<file path="config.mk">
export PLATFORM = sky130hd
export DESIGN_NAME = audio_mixer
export DESIGN_NICKNAME = d
export VERILOG_FILES = /design/src/rtl/audio_pkg.sv /design/src/rtl/tone_channel.sv /design/src/rtl/audio_mixer.sv
export SDC_FILE = /design/constraint.sdc
export NUM_CORES = 1
export LEC_CHECK = 0
export CAP_MARGIN = 5
export CORE_MARGIN = 2
export CORE_UTILIZATION = 40
export CTS_BUF_LIST = sky130_fd_sc_hd__clkbuf_16
export DETAILED_ROUTE_END_ITERATION = 6
export PLACE_DENSITY = 0.58
export SYNTH_ARGS = -nofsm -noshare
export SYNTH_HDL_FRONTEND = slang
export SYNTH_HIERARCHICAL = 1
export SYNTH_SLANG_ARGS = --single-unit
</file>
<file path="constraint.sdc">
create_clock -name clk -period 3.28 [get_ports clk]
set_input_delay 0.984 -clock clk [delete_from_list [all_inputs] [get_ports clk]]
set_output_delay 0.984 -clock clk [all_outputs]
set_load 0.005 [all_outputs]
</file>
<file path="src/rtl/audio_pkg.sv">
// audio_pkg: shared mixer constants, channel state type and default field widths
package audio_pkg;
    localparam int MIX_PRIORITY = 0;
    localparam int MIX_OR       = 1;
    localparam int PERIOD_W_DEF = 16;
    localparam int DUR_W_DEF    = 24;
    typedef enum logic {CH_IDLE, CH_PLAY} ch_state_e;
endpackage

</file>
<file path="src/rtl/tone_channel.sv">
// tone_channel: one triggered square-wave tone with latched half-period and duration
module tone_channel
    import audio_pkg::*;
#(
    parameter int PERIOD_W = PERIOD_W_DEF,
    parameter int DUR_W    = DUR_W_DEF
) (
    input  logic                clk,
    input  logic                rst,
    input  logic                trigger,
    input  logic [PERIOD_W-1:0] half_period,
    input  logic [DUR_W-1:0]    duration,
    output logic                busy,
    output logic                wave
);
    ch_state_e           state_q, state_d;
    logic [PERIOD_W-1:0] hp_q, hp_d, tone_q, tone_d;
    logic [DUR_W-1:0]    rem_q, rem_d;
    logic                wave_q, wave_d;
    logic                start;

    always_comb begin
        start   = trigger && (half_period != '0) && (duration != '0);
        state_d = state_q;
        hp_d    = hp_q;
        tone_d  = tone_q;
        rem_d   = rem_q;
        wave_d  = wave_q;
        if (start) begin
            state_d = CH_PLAY;
            hp_d    = half_period;
            tone_d  = '0;
            rem_d   = duration;
            wave_d  = 1'b1;
        end else if (state_q == CH_PLAY) begin
            tone_d = (tone_q == hp_q - 1'b1) ? '0 : tone_q + 1'b1;
            wave_d = (tone_q == hp_q - 1'b1) ? ~wave_q : wave_q;
            rem_d  = rem_q - 1'b1;
            if (rem_q == DUR_W'(1)) begin
                state_d = CH_IDLE;
                tone_d  = '0;
                wave_d  = 1'b0;
            end
        end
    end

    always_ff @(posedge clk or posedge rst) begin
        if (rst) begin
            state_q <= CH_IDLE;
            hp_q    <= '0;
            tone_q  <= '0;
            rem_q   <= '0;
            wave_q  <= 1'b0;
        end else begin
            state_q <= state_d;
            hp_q    <= hp_d;
            tone_q  <= tone_d;
            rem_q   <= rem_d;
            wave_q  <= wave_d;
        end
    end

    assign busy = (state_q == CH_PLAY);
    assign wave = wave_q;
endmodule

</file>
<file path="src/rtl/audio_mixer.sv">
// audio_mixer: NUM_CH tone channels mixed by priority or OR into a registered buzzer bit
// Optional AUDIO_MIXER_VOLUME_EN adds a PWM volume gate on the output.
module audio_mixer
    import audio_pkg::*;
#(
    parameter int NUM_CH   = 2,
    parameter int PERIOD_W = PERIOD_W_DEF,
    parameter int DUR_W    = DUR_W_DEF,
    parameter int MIX_MODE = MIX_PRIORITY,
`ifdef AUDIO_MIXER_VOLUME_EN
    parameter int VOL_W    = 4,
`endif
    localparam int CH_W    = (NUM_CH > 1) ? $clog2(NUM_CH) : 1
) (
    input  logic                       clk,
    input  logic                       rst,
    input  logic                       enable,
    input  logic [NUM_CH-1:0]          trigger,
    input  logic [NUM_CH*PERIOD_W-1:0] half_period,
    input  logic [NUM_CH*DUR_W-1:0]    duration,
`ifdef AUDIO_MIXER_VOLUME_EN
    input  logic [VOL_W-1:0]           volume,
`endif
    output logic [NUM_CH-1:0]          busy,
    output logic [CH_W-1:0]            active_ch,
    output logic                       sound
);
    logic [NUM_CH-1:0] wave;
    logic              pri_wave, mix, gate;
    logic              sound_q, sound_d;

    for (genvar i = 0; i < NUM_CH; i++) begin : g_ch
        tone_channel #(.PERIOD_W(PERIOD_W), .DUR_W(DUR_W)) u_ch (
            .clk        (clk),
            .rst        (rst),
            .trigger    (trigger[i]),
            .half_period(half_period[i*PERIOD_W +: PERIOD_W]),
            .duration   (duration[i*DUR_W +: DUR_W]),
            .busy       (busy[i]),
            .wave       (wave[i])
        );
    end

    // busy/active_ch come straight from channel state flops, so they track busy without extra lag
    always_comb begin
        active_ch = '0;
        pri_wave  = 1'b0;
        for (int i = NUM_CH - 1; i >= 0; i--) begin
            if (busy[i]) begin
                active_ch = CH_W'(i);
                pri_wave  = wave[i];
            end
        end
    end

`ifdef AUDIO_MIXER_VOLUME_EN
    logic [VOL_W-1:0] pwm_cnt_q, pwm_cnt_d;

    always_comb begin
        pwm_cnt_d = pwm_cnt_q + 1'b1;
        gate      = (&volume) | (pwm_cnt_q < volume);
    end

    always_ff @(posedge clk or posedge rst) begin
        if (rst) pwm_cnt_q <= '0;
        else     pwm_cnt_q <= pwm_cnt_d;
    end
`else
    assign gate = 1'b1;
`endif

    always_comb begin
        mix     = (MIX_MODE == MIX_OR) ? |wave : pri_wave;
        sound_d = enable & mix & gate;
    end

    always_ff @(posedge clk or posedge rst) begin
        if (rst) sound_q <= 1'b0;
        else     sound_q <= sound_d;
    end

    assign sound = sound_q;
endmodule

</file>
## Yosys cells after proc, flatten, opt, wreduce, memory -nomap -nowiden

Index checks and enable logic that the tools add are counted.

- Add/sub/neg operators: 6
- Equal/unequal tests: 4
- Multiplexer cells: 30
- Bitwise gates (word level): 3
- Reductions and logical operators: 14

Operator list:

| cell | number |
|---|---|
| $mux 16 | 8 |
| $mux 24 | 4 |
| $eq 24x1->1 const B | 2 |
| $reduce_bool 24->1 | 2 |
| $sub 24x1->24 const B | 2 |
| $add 16x1->16 const B | 2 |
| $eq 16x16->1 | 2 |
| $reduce_bool 16->1 | 2 |
| $sub 16x1->16 const B | 2 |
| $mux 1 | 18 |
| $reduce_bool 3->1 | 2 |
| $logic_and 1x1->1 | 4 |
| $reduce_and 2->1 | 2 |
| $reduce_bool 2->1 | 2 |
| $not 1->1 | 2 |
| $and 1x1->1 | 1 |

- Register bits: 117
- Input port bits: 85
- Output and inout bits: 4
- Word-level logic and storage cells: 68

## Longest topological paths before layout

Gate-level depths: netlist of the first run.

- Word-level depth: 6
- Mapped depth: 11
- Depth with buffers taken out: 10

## By module

Netlist of the first run, hierarchy kept.

By module, submodules not included:

| module | instances | cells an instance | area an instance (sq um) | sequential area each (sq um) |
|---|---|---|---|---|
| tone_channel (g_ch[0].u_ch) | 1 | 386 | 3,533.4 | 1,451.4 |
| tone_channel (g_ch[1].u_ch) | 1 | 367 | 3,428.3 | 1,451.4 |
| audio_mixer | 1 | 5 | 57.6 | 25.0 |

## Worst setup path after synthesis of the first run

OpenSTA, ideal clock, no wires.

- Path kind: reg2reg
- Start point: reg g_ch[0].u_ch.hp_q[3]
- End point: reg g_ch[0].u_ch.wave_q
- Library setup time: 0.131 ns
- Data arrival time: 2.802 ns
- Data required time: 3.149 ns
- Setup slack: 0.347 ns
- Stages on the path, launching flop included: 10
- Buffers on the path: 1
- Clock period less this slack: 2.933 ns
- Cell sequence: dfrtp_1 > buf_6 > or4_4 > or4_1 > a21o_1 > a32oi_1 > nand4_1 > a211o_1 > and3_1 > or3_1

- Cells in the longest elaborated chain, start to end: 4

RTL lines:

| item | line | text |
|---|---|---|
| start: declaration | tone_channel.sv:17 | `logic [PERIOD_W-1:0] hp_q, hp_d, tone_q, tone_d;` |
| start signal: assignment | tone_channel.sv:56 | `hp_q <= hp_d;` |
| $sub 16x1->16 | tone_channel.sv:37 | `wave_d = (tone_q == hp_q - 1'b1) ? ~wave_q : wave_q;` |
| $eq 16x16->1 | tone_channel.sv:37 |  |
| $reduce_bool 3->1 (no line) | -- |  |
| $reduce_and 2->1 (no line) | -- |  |
| end signal: assignment | tone_channel.sv:59 | `wave_q <= wave_d;` |
| end: declaration | tone_channel.sv:19 | `logic wave_q, wave_d;` |

Every way passes these cells.
A chain may end at the register's enable or synchronous reset.

## Worst setup path in the final report of the first run

- Start point: in half_period[26]
- End point: reg g_ch[1].u_ch.tone_q[15]

- Cells in the longest elaborated chain, start to end: 4
- Elaborated cells on any way between the ends: 5
- Those cells by class: mux: 1; reduce/logical: 4

RTL lines:

| item | line | text |
|---|---|---|
| start: declaration | audio_mixer.sv:19 | `input logic [NUM_CH*PERIOD_W-1:0] half_period,` |
| $reduce_bool 16->1 (*) | tone_channel.sv:23 | `start = trigger && (half_period != '0) && (duration != '0);` |
| $logic_and 1x1->1 (*) (2 in series) | tone_channel.sv:23 |  |
| $mux 16 / $reduce_bool 2->1 (equally long branches) | -- |  |
| end signal: assignment | tone_channel.sv:57 | `tone_q <= tone_d;` |
| end: declaration | tone_channel.sv:17 |  |

Mark *: on every way between the ends. The rest lies on a longest branch, timed or not.

==> results.sh, run 1 <==
export IMPL_port_buffers=88
export IMPL_post_route_util_pct=51.5
export IMPL_ys_ff_latch=117
export IMPL_start_util_pct=40.7
export IMPL_die_h_um=136
export IMPL_drt_wirelength_per_cell_um=15.5
export IMPL_p_per_area_nw_per_um2=449
export IMPL_gp_congestion=0.829
export IMPL_layout_nets=956
export IMPL_synth_xor_area_share_pct=11.7
export IMPL_dieArea_sq_um=18600
export IMPL_end_kind="register"
export IMPL_cap_violations=0
export IMPL_clock_latency_ns=0.42
export IMPL_fin_skew_ns=0.00881
export IMPL_worstSetupPathType="in -> reg"
export IMPL_synth_compound_area_share_pct=11.1
export IMPL_h_tree_depth=4
export IMPL_grt_max_degree=44
export IMPL_grt_overflow_total=0
export IMPL_grt_pass1_vias=5892
export IMPL_drv_slew=0
export IMPL_ys_seq_area_share_pct=41.7
export IMPL_dpl_hpwl_mm=12.8
export IMPL_arrival_ns=3.38
export IMPL_syn_area_sq_um=7020
export IMPL_clkTransAtPathRegs_ns=0.05
export IMPL_drt_vias_per_instance=5.40
export IMPL_ios=89
export IMPL_async_flop_share_pct=100
export IMPL_reg2regPathDepth=9
export IMPL_syn_nets=851
export IMPL_clkSinkCount=117
export IMPL_synth_fa_ha_area_share_pct=1.43
export IMPL_tightest_slew_ns=0.643
export IMPL_drt_iter0_drc=294
export IMPL_hold_path_depth=1
export IMPL_instances_no_fill=1099
export IMPL_fin_crit_sh_pct=94.1
export IMPL_syn2layout_area_growth_pct=26.4
export IMPL_fin_area_sq_um=8870
export IMPL_cts_root_buffer_cell="clkbuf_16"
export IMPL_cts_buffer_depth=2
export IMPL_grt_total_usage_pct=19.2
export IMPL_worst_hold_path_type="reg -> reg"
export IMPL_hold_buffers=0
export IMPL_synth_top_family_by_area="simple AND/OR/NAND/NOR gates"
export IMPL_status="complete, no violations"
export IMPL_yosys_area_share_simple_pct=25.5
export IMPL_synth_warnings=6
export IMPL_syn_inst=758
export IMPL_start_kind="input port"
export IMPL_vias=5933
export IMPL_drc_errors=0
export IMPL_power_leakage_uw=0.00337
export IMPL_synthMuxAreaShare_pct=5.76
export IMPL_grt_setup_unrepaired="false"
export IMPL_std_cell_rows=48
export IMPL_syn_avg_cell_area_sq_um=9.26
export IMPL_place_area_sq_um=8310
export IMPL_grt_antenna_before_repair=0
export IMPL_drtPass1Iterations=5
export IMPL_cts_buffers=17
export IMPL_drive_above_1_share_pct=12.5
export IMPL_synth_cell_types=65
export IMPL_die_w_um=136
export IMPL_synth_flop_cell="dfrtp_1"
export IMPL_worstPathMaxFanout=7
export IMPL_ant_nets=0
export IMPL_core_area_sq_um=17200
export IMPL_ir_drop_mv=0.393
export IMPL_wl_mm=17.0
export IMPL_fin_setup_tns_ns=0
export IMPL_grt_pass1_wl_mm=28.0
export IMPL_slew_headroom_pct=56.8
export IMPL_fmax_mhz=324
export IMPL_diodes=0
export IMPL_cts_tree="done"
export IMPL_hold_viol=0
export IMPL_setup_viol=0
export IMPL_synth_edf_count=0
export IMPL_dp_cells=1069
export IMPL_layout_min_cycle_time_ns=3.09
export IMPL_required_ns=3.57
[sequential cells by signal, indices dropped and copies added (netlist names)]
name	flops
g_ch.u_ch/busy	2
g_ch.u_ch/hp_q	32
g_ch.u_ch/rem_q	48
g_ch.u_ch/tone_q	32
g_ch.u_ch/wave	2
sound	1
[worst paths after layout]
path / start / end / slack, ns
max in group asynchronous: rst / g_ch[1].u_ch/hp_q[9] / 1.63
min in group asynchronous: rst / sound / 0.81
worst max-delay path: half_period[26] / g_ch[1].u_ch/tone_q[15] / 0.19
worst min-delay path: g_ch[1].u_ch/hp_q[15] / g_ch[1].u_ch/hp_q[15] / 0.53
worst min register to register: g_ch[1].u_ch/hp_q[15] / g_ch[1].u_ch/hp_q[15] / 0.53
worst max register to register: g_ch[0].u_ch/rem_q[2] / g_ch[0].u_ch/tone_q[8] / 0.20
[critical path, stage by stage]
cell	delay (ns)
clkdlybuf4s50_1	0.44
nor4_1	0.61
nand4_1	0.32
o211ai_1	0.26
and2_0	0.17
buf_4	0.15
nor3_1	0.10
nand3_1	0.12
xor2_1	0.15
nor2_1	0.06
[power breakdown]
part | switching, uW | internal (uW)
registers | 122 | 1550
clock network | 653 | 1090
logic | 264 | 306
total | 1040 | 2950
[per-layer routing]
layer / vias up / global-route usage, % / share of wire, %
li1: 2928 / - / -
met1: 2831 / 24.2 / 45
met2: 141 / 31.9 / 49
met3: 33 / 3.62 / 4.0
met4: 0 / 8.39 / 2.2
met5: - / 0 / 0
[synthesized netlist by cell type, types with 19 or more instances]
master      n  share of area, %
a21oi_1    59               4.2
clkbuf_1   22               1.2
dfrtp_1   117                42
inv_1      19               1.0
mux2_2     35               5.6
nand2_1    58               3.1
nand3_1    19               1.4
nor2_1     98               5.2
nor3_1     20               1.4
nor4_1     34               3.0
xnor2_1    51               6.4
xor2_1     40               5.0
[area by class of cell]
type	count	area (sq um)
tap	225	282
sequential	117	2930
multi-input combinational	593	3920
fill	1513	8370
clock buffer	17	425
clock inverter	13	121
timing repair buffer	115	1120
inverter	19	71.3
[per-stage QoR]
step                      power (uW)  hold slack (ns)  setup WS [ns]
after global placement          2240            0.518         -0.257
after floorplan                 2020            0.501          0.347
after detailed placement        2260            0.523         -0.280
after global routing            4170            0.559        0.00660
after CTS                       4030            0.535          0.137
final                           3990            0.528          0.194
[timing repair]
item                       4_1_cts  5_1_grt
buffers inserted                 0        0
resized for setup                0        2
setup endpoints to repair        0       12
[layout by cell type (no fill, tap or decap), types with 6 or more instances in the layout]
master           count
dfrtp_1            117
nor2_1              98
clkdlybuf4s50_1     88
a21oi_1             59
nand2_1             58
xnor2_1             51
xor2_1              40
mux2_2              35
nor4_1              33
buf_4               24
inv_1               20
nor3_1              20
nand3_1             19
clkbuf_16           17
nand2b_1            15
o21ai_0             14
nand4_1             13
and3_1              12
or3_1               11
or4_1                8
nand4b_1             8
o211ai_1             8
ha_1                 8
nand3b_1             6
nor2b_1              6
[cells by family (layout without fill, tap and decap cells)]
family | count (synthesis) | count (layout)
and+or+nand+nor | 336 | 336
AOI/OAI and AO/OA | 121 | 121
DFF | 117 | 117
buffers and inverters | 48 | 164
muxes | 36 | 36
xor gates and xnor gates | 92 | 92
adders and majority gates | 8 | 8
(Power assumes the default switching activity.)
==> inputs of run 2 (changes only) <==
==> constraint.sdc (replaced) <==
create_clock -name clk -period 3.2 [get_ports clk]
set_input_delay 0.96 -clock clk [delete_from_list [all_inputs] [get_ports clk]]
set_output_delay 0.96 -clock clk [all_outputs]
set_load 0.005 [all_outputs]
==> run 2 against run 1 <==
- first-iteration DRC count shrank 14%
- non-clock buffer count up 12
- clock-buffer cell count did not move
- worst hold slack better by 0.015 ns
- largest power group unchanged
- core utilization increased by 0.73 points
- largest cell class unchanged
==> results.sh, run 2 (synthesis gave the netlist of run 1 again) <==
export IMPL_fin_crit_sh_pct=95.0
export IMPL_clkTransAtPathRegs_ns=0.06
export IMPL_cell_internal_pwr_uw=3130
export IMPL_top_regs="g_ch.u_ch/rem_q (48), g_ch.u_ch/hp_q (32), g_ch.u_ch/tone_q (32)"
export IMPL_final_cell_mix="dfrtp_1 (117), nor2_1 (98), clkdlybuf4s50_1 (88)"
export IMPL_cts_root_buffer_cell="clkbuf_16"
export IMPL_fin_area_sq_um=8990
export IMPL_p_per_area_nw_per_um2=470
export IMPL_worstSetupPathType="reg -> reg"
export IMPL_netSwitchingFraction_pct=26.1
export IMPL_cts_buffer_depth=2
export IMPL_dp_cells=1078
export IMPL_ir_drop_mv=0.395
export IMPL_vias=6060
export IMPL_tightest_slew_ns=0.685
export IMPL_wl_mm=17.5
export IMPL_slew_headroom_pct=54.3
export IMPL_clkSinkCount=117
export IMPL_diodes=0
export IMPL_h_tree_depth=4
export IMPL_largest_reg_flops=48
export IMPL_end_kind="register"
export IMPL_worst_hold_path_type="reg -> reg"
export IMPL_fin_skew_ns=0.00782
export IMPL_power_frac_comb_pct=14.6
export IMPL_dpl_hpwl_mm=13.1
export IMPL_gp_congestion=0.867
export IMPL_drt_iter0_drc=253
export IMPL_cts_tree="done"
export IMPL_drt_vias_per_instance=5.44
export IMPL_syn2layout_area_growth_pct=28.1
export IMPL_setup_viol=0
export IMPL_start_util_pct=40.7
export IMPL_drive_above_1_share_pct=14.1
export IMPL_layout_nets=968
export IMPL_grt_antenna_before_repair=0
export IMPL_power_leakage_uw=0.00344
export IMPL_worstPathMaxFanout=11
export IMPL_drt_wirelength_per_cell_um=15.7
export IMPL_p_sw_uw=1100
export IMPL_ant_nets=0
export IMPL_core_area_sq_um=17200
export IMPL_drtPass1Iterations=5
export IMPL_arrival_ns=3.33
export IMPL_start_kind="register"
export IMPL_ios=89
export IMPL_grt_max_degree=46
export IMPL_layout_min_cycle_time_ns=3.04
export IMPL_instances_no_fill=1113
export IMPL_dieArea_sq_um=18600
export IMPL_drv_slew=0
export IMPL_drc_errors=0
export IMPL_place_area_sq_um=8360
export IMPL_top_register="g_ch.u_ch/rem_q"
export IMPL_cts_buffers=17
export IMPL_die_w_um=136
export IMPL_die_h_um=136
export IMPL_grt_pass1_vias=6179
export IMPL_std_cell_rows=48
export IMPL_required_ns=3.49
export IMPL_cap_violations=0
export IMPL_hold_viol=0
export IMPL_share_seq_of_total_power_pct=40.3
export IMPL_post_route_util_pct=52.2
export IMPL_port_buffers=88
export IMPL_fillers=1541
export IMPL_mostFrequentLayoutCell="dfrtp_1"
export IMPL_grt_setup_unrepaired="false"
export IMPL_grt_pass1_wl_mm=29.6
export IMPL_grt_total_usage_pct=20.1
export IMPL_status="complete, no violations"
export IMPL_clock_latency_ns=0.42
export IMPL_pwr_share_clk_pct=45.1
export IMPL_grt_overflow_total=0
export IMPL_fmax_mhz=329
==> run 2: final timing paths <==
| path | from | to | slack, ns | cells after the start |
|---|---|---|---|---|
| setup reg to reg | g_ch[0].u_ch/hp_q[6] | g_ch[0].u_ch/tone_q[12] | 0.16 | 9 |
| hold reg to reg | g_ch[0].u_ch/hp_q[15] | g_ch[0].u_ch/hp_q[15] | 0.54 | 1 |
| min in group asynchronous | rst | sound | 0.77 | 2 |
| hold / removal | g_ch[0].u_ch/hp_q[15] | g_ch[0].u_ch/hp_q[15] | 0.54 | 1 |
| max in group asynchronous | rst | g_ch[0].u_ch/hp_q[10] | 1.47 | 3 |
| setup / recovery | g_ch[0].u_ch/hp_q[6] | g_ch[0].u_ch/tone_q[12] | 0.16 | 9 |
==> run 2: cell type report <==
| class | instances | area, sq um | area share [%] |
|---|---|---|---|
| clock buffers | 17 | 425 | 4.73 |
| clock inverters | 15 | 164 | 1.82 |
| inverters | 19 | 71.3 | 0.793 |
| multi-input cells | 593 | 3930 | 43.7 |
| flip-flops and latches | 117 | 2930 | 32.5 |
| well taps | 225 | 282 | 3.13 |
| repair buffers | 127 | 1200 | 13.3 |
==> run 2: per-stage QoR <==
| step | setup WS, ns | total power [uW] | hold slack [ns] | setup TNS, ns |
|---|---|---|---|---|
| floorplan | 0.267 | 2070 | 0.501 | 0 |
| global route | 0.00845 | 4410 | 0.569 | 0 |
| CTS | 0.0627 | 4260 | 0.553 | 0 |
| detailed placement | -0.106 | 2330 | 0.538 | -3.19 |
| global placement | -0.0927 | 2310 | 0.523 | -2.91 |
| finish | 0.160 | 4230 | 0.543 | 0 |
==> run 2: power groups by stage <==
stage / sequential (uW) / combinational [uW] / clock, uW
detailed placement: 1730 / 605 / 0
floorplan: 1700 / 364 / 0
global route: 1720 / 682 / 2010
global placement: 1720 / 586 / 0
finish: 1710 / 617 / 1910
CTS: 1700 / 612 / 1940
==> run 2: repair_timing <==
action	in CTS	in global routing
endpoints found under the hold margin	0	0
gates resized for setup	0	5
endpoints found under the setup margin	0	22
hold buffers	0	0
buffers inserted	0	3
==> run 2: per-layer routing <==
| metal | GRT usage, % | share of wire, % | wire length (um) |
|---|---|---|---|
| met1 | 25.2 | 45 | 7930 |
| met3 | 4.66 | 3.9 | 677 |
| met2 | 34.8 | 50 | 8730 |
| met4 | 4.98 | 1.0 | 183 |
| met5 | 0 | 0 | 0 |
==> run 2: critical path, cell delays in order, from the launching register on <==
cell and delay [ns]:
dfrtp_1 0.37, or4_4 0.55, or4_4 0.53, a21o_1 0.19, a32oi_1 0.20, nand4_1 0.14, a211o_1 0.38, buf_4 0.21
a41oi_1 0.23, o31ai_1 0.10
==> inputs of run 3 (changes only) <==
--- a/config.mk
+++ b/config.mk
@@ -5,13 +5,15 @@
 export SDC_FILE = /design/constraint.sdc
 export NUM_CORES = 1
 export LEC_CHECK = 0
+export ABC_AREA = 1
 export CAP_MARGIN = 5
 export CORE_MARGIN = 2
-export CORE_UTILIZATION = 40
+export CORE_UTILIZATION = 57
 export CTS_BUF_LIST = sky130_fd_sc_hd__clkbuf_16
 export DETAILED_ROUTE_END_ITERATION = 6
-export PLACE_DENSITY = 0.58
+export PLACE_DENSITY = 0.78
 export SYNTH_ARGS = -nofsm -noshare
 export SYNTH_HDL_FRONTEND = slang
 export SYNTH_HIERARCHICAL = 1
 export SYNTH_SLANG_ARGS = --single-unit
+export TNS_END_PERCENT = 20
==> run 3 against run 2 <==
- clock skew grew 0.0016 ns
- die area fell by 23%
- via count grew 25%
- sequential power about the same
- global-route usage rose by 8.8 points
- fmax rose by 12%
- non-clock buffer count fell by 19
- core utilization grew 19 points
- largest cell class unchanged
- power is 4.7% higher
- combinational power rose by 17%
- final area up 5.1%
==> results.sh, run 3 <==
export IMPL_grt_pass1_wl_mm=33.4
export IMPL_synth_warnings=6
export IMPL_layout_min_cycle_time_ns=2.72
export IMPL_synth_area_leaders="dfrtp_1 (38%), nand2_1 (17%), nor2_1 (9.8%)"
export IMPL_dieArea_sq_um=14400
export IMPL_setup_viol=0
export IMPL_cts_buffers=17
export IMPL_final_cell_mix="nand2_1 (352), nor2_1 (201), inv_1 (131)"
export IMPL_grt_pass1_vias=7091
export IMPL_worstSetupPathType="in -> reg"
export IMPL_worst_hold_path_type="reg -> reg"
export IMPL_die_w_um=120
export IMPL_syn_avg_cell_area_sq_um=6.81
export IMPL_synth_edf_count=0
export IMPL_drt_wirelength_per_cell_um=14.0
export IMPL_tightest_slew_ns=0.560
export IMPL_hold_buffers=0
export IMPL_syn_nets=1221
export IMPL_fmax_mhz=367
export IMPL_synth_top_area_share_pct=38.1
export IMPL_gp_congestion=0.915
export IMPL_grt_total_usage_pct=28.9
export IMPL_fin_setup_tns_ns=0
export IMPL_cap_violations=0
export IMPL_clock_latency_ns=0.41
export IMPL_required_ns=3.48
export IMPL_r2r_start="g_ch[1].u_ch/hp_q[0]"
export IMPL_p_per_area_nw_per_um2=468
export IMPL_start_kind="input port"
export IMPL_async_flop_share_pct=100
export IMPL_arrival_ns=3.00
export IMPL_syn_area_sq_um=7680
export IMPL_cts_resized=0
export IMPL_syn2layout_area_growth_pct=23.2
export IMPL_drive_above_1_share_pct=6.10
export IMPL_port_buffers=88
export IMPL_worstPathMaxFanout=14
export IMPL_vias=7554
export IMPL_mostFrequentLayoutCell="nand2_1"
export IMPL_h_tree_depth=4
export IMPL_status="complete, no violations"
export IMPL_clkTransAtPathRegs_ns=0.05
export IMPL_power_leakage_uw=0.00451
export IMPL_postCtsSetupRepairBufs=0
export IMPL_grt_setup_unrepaired="false"
export IMPL_top_register="g_ch.u_ch/rem_q"
export IMPL_drt_vias_per_instance=5.31
export IMPL_ir_drop_mv=0.417
export IMPL_r2r_end="g_ch[1].u_ch/tone_q[6]"
export IMPL_post_route_util_pct=71.7
export IMPL_reg2regPathDepth=13
export IMPL_grt_antenna_before_repair=0
export IMPL_top_regs="g_ch.u_ch/rem_q (48), g_ch.u_ch/hp_q (32), g_ch.u_ch/tone_q (32)"
export IMPL_ios=89
export IMPL_hold_path_depth=2
export IMPL_layout_nets=1326
export IMPL_synth_cell_types=35
export IMPL_ys_ff_latch=117
export IMPL_cts_tree="done"
export IMPL_worstHoldStart="g_ch[0].u_ch/hp_q[15]"
export IMPL_hold_viol=0
export IMPL_die_h_um=120
export IMPL_ys_seq_area_share_pct=38.1
export IMPL_largest_reg_flops=48
export IMPL_syn_inst=1128
export IMPL_fillers=1117
export IMPL_synth_top_cells_by_count="nand2_1 (352), nor2_1 (201), inv_1 (131), dfrtp_1 (117), nand3_1 (61)"
export IMPL_diodes=0
export IMPL_std_cell_rows=42
export IMPL_dp_slack_ns=0.0735
export IMPL_r2r_slack_ns=0.76
export IMPL_clkSinkCount=117
export IMPL_crit_path_start="half_period[15]"
export IMPL_grt_max_degree=37
export IMPL_start_util_pct=58.2
export IMPL_fin_crit_sh_pct=85.1
export IMPL_fin_skew_ns=0.00938
export IMPL_cts_root_buffer_cell="clkbuf_16"
export IMPL_drc_errors=0
export IMPL_dpl_hpwl_mm=14.8
export IMPL_drtPass1Iterations=5
export IMPL_synth_flop_cell="dfrtp_1"
export IMPL_wl_mm=19.9
export IMPL_slew_headroom_pct=62.6
export IMPL_synth_top_area_cell="dfrtp_1"
export IMPL_ant_nets=0
export IMPL_grt_overflow_total=0
export IMPL_synth_most_common_cell="nand2_1"
export IMPL_drv_slew=0
export IMPL_cts_buffer_depth=2
export IMPL_end_kind="register"
export IMPL_min_to="g_ch[0].u_ch/hp_q[15]"
export IMPL_core_area_sq_um=13200
export IMPL_drt_iter0_drc=591
export IMPL_holdWs_ns=0.506
export IMPL_fin_ws_ns=0.477
run 3: area by class of cell:
cell class / count / area [sq um] / area share [%]
inverter: 131 / 492 / 5.20
sequential: 117 / 2930 / 31.0
clock inverter: 15 / 190 / 2.01
multi-input combinational: 858 / 4160 / 44.0
tap: 176 / 220 / 2.33
clock buffer: 17 / 425 / 4.50
timing repair buffer: 108 / 1040 / 11.0
run 3: layer usage:
metal / part of all wire (%) / up-vias / global-route usage [%] / wire length (um)
met4: 1.4 / 0 / 7.06 / 270
met1: 44 / 3491 / 38.1 / 8840
met3: 5.4 / 23 / 5.18 / 1070
li1: - / 3791 / - / -
met2: 49 / 249 / 49.4 / 9710
met5: 0 / - / 0 / 0
run 3: critical path, stage by stage:
cell and delay [ns]:
clkdlybuf4s50_1 0.48, nor2_1 0.05, nand2_1 0.12, nor2_1 0.07
nand2_1 0.08, nand3_1 0.15, nand2_1 0.34, inv_1 0.26
a21oi_4 0.39, nor2_1 0.09
run 3: worst max-delay path by stage:
| stage | depth (start not counted) | endpoint |
|---|---|---|
| 5_1_grt | 10 | g_ch[0].u_ch/tone_q[9] |
| 3_3_place_gp | 10 | g_ch[0].u_ch/tone_q[15] |
| 4_1_cts | 10 | g_ch[0].u_ch/tone_q[9] |
| 3_5_place_dp | 10 | g_ch[0].u_ch/tone_q[9] |
| 6_report | 10 | g_ch[0].u_ch/tone_q[8] |
| 2_1_floorplan | 1 | g_ch[0].u_ch/busy |
run 3: report_power, final:
| group | total, uW | switching (uW) | leakage, uW | internal, uW |
|---|---|---|---|---|
| registers | 1700 | 111 | 0.00145 | 1590 |
| logic | 721 | 412 | 0.00275 | 310 |
| clock network | 2000 | 706 | 0.000309 | 1290 |
| total | 4420 | 1230 | 0.00451 | 3190 |
run 3: metrics by stage:
stage	area [sq um]	instances	total power (uW)
2_1_floorplan	7680	1128	2170
3_3_place_gp	8840	1390	2420
3_5_place_dp	8840	1390	2440
4_1_cts	9450	1422	4440
5_1_grt	9450	1422	4630
6_report	9450	1422	4420
run 3: cell families after synthesis:
kind of cell,after synthesis,synth area share (%)
AND/OR/NAND/NOR,686,37.4
buffers and inverters,153,7.73
flip-flops,117,38.1
AO/OA/AOI/OAI,97,7.79
XOR/XNOR,67,7.64
adder cells (fa/ha/maj),8,1.30
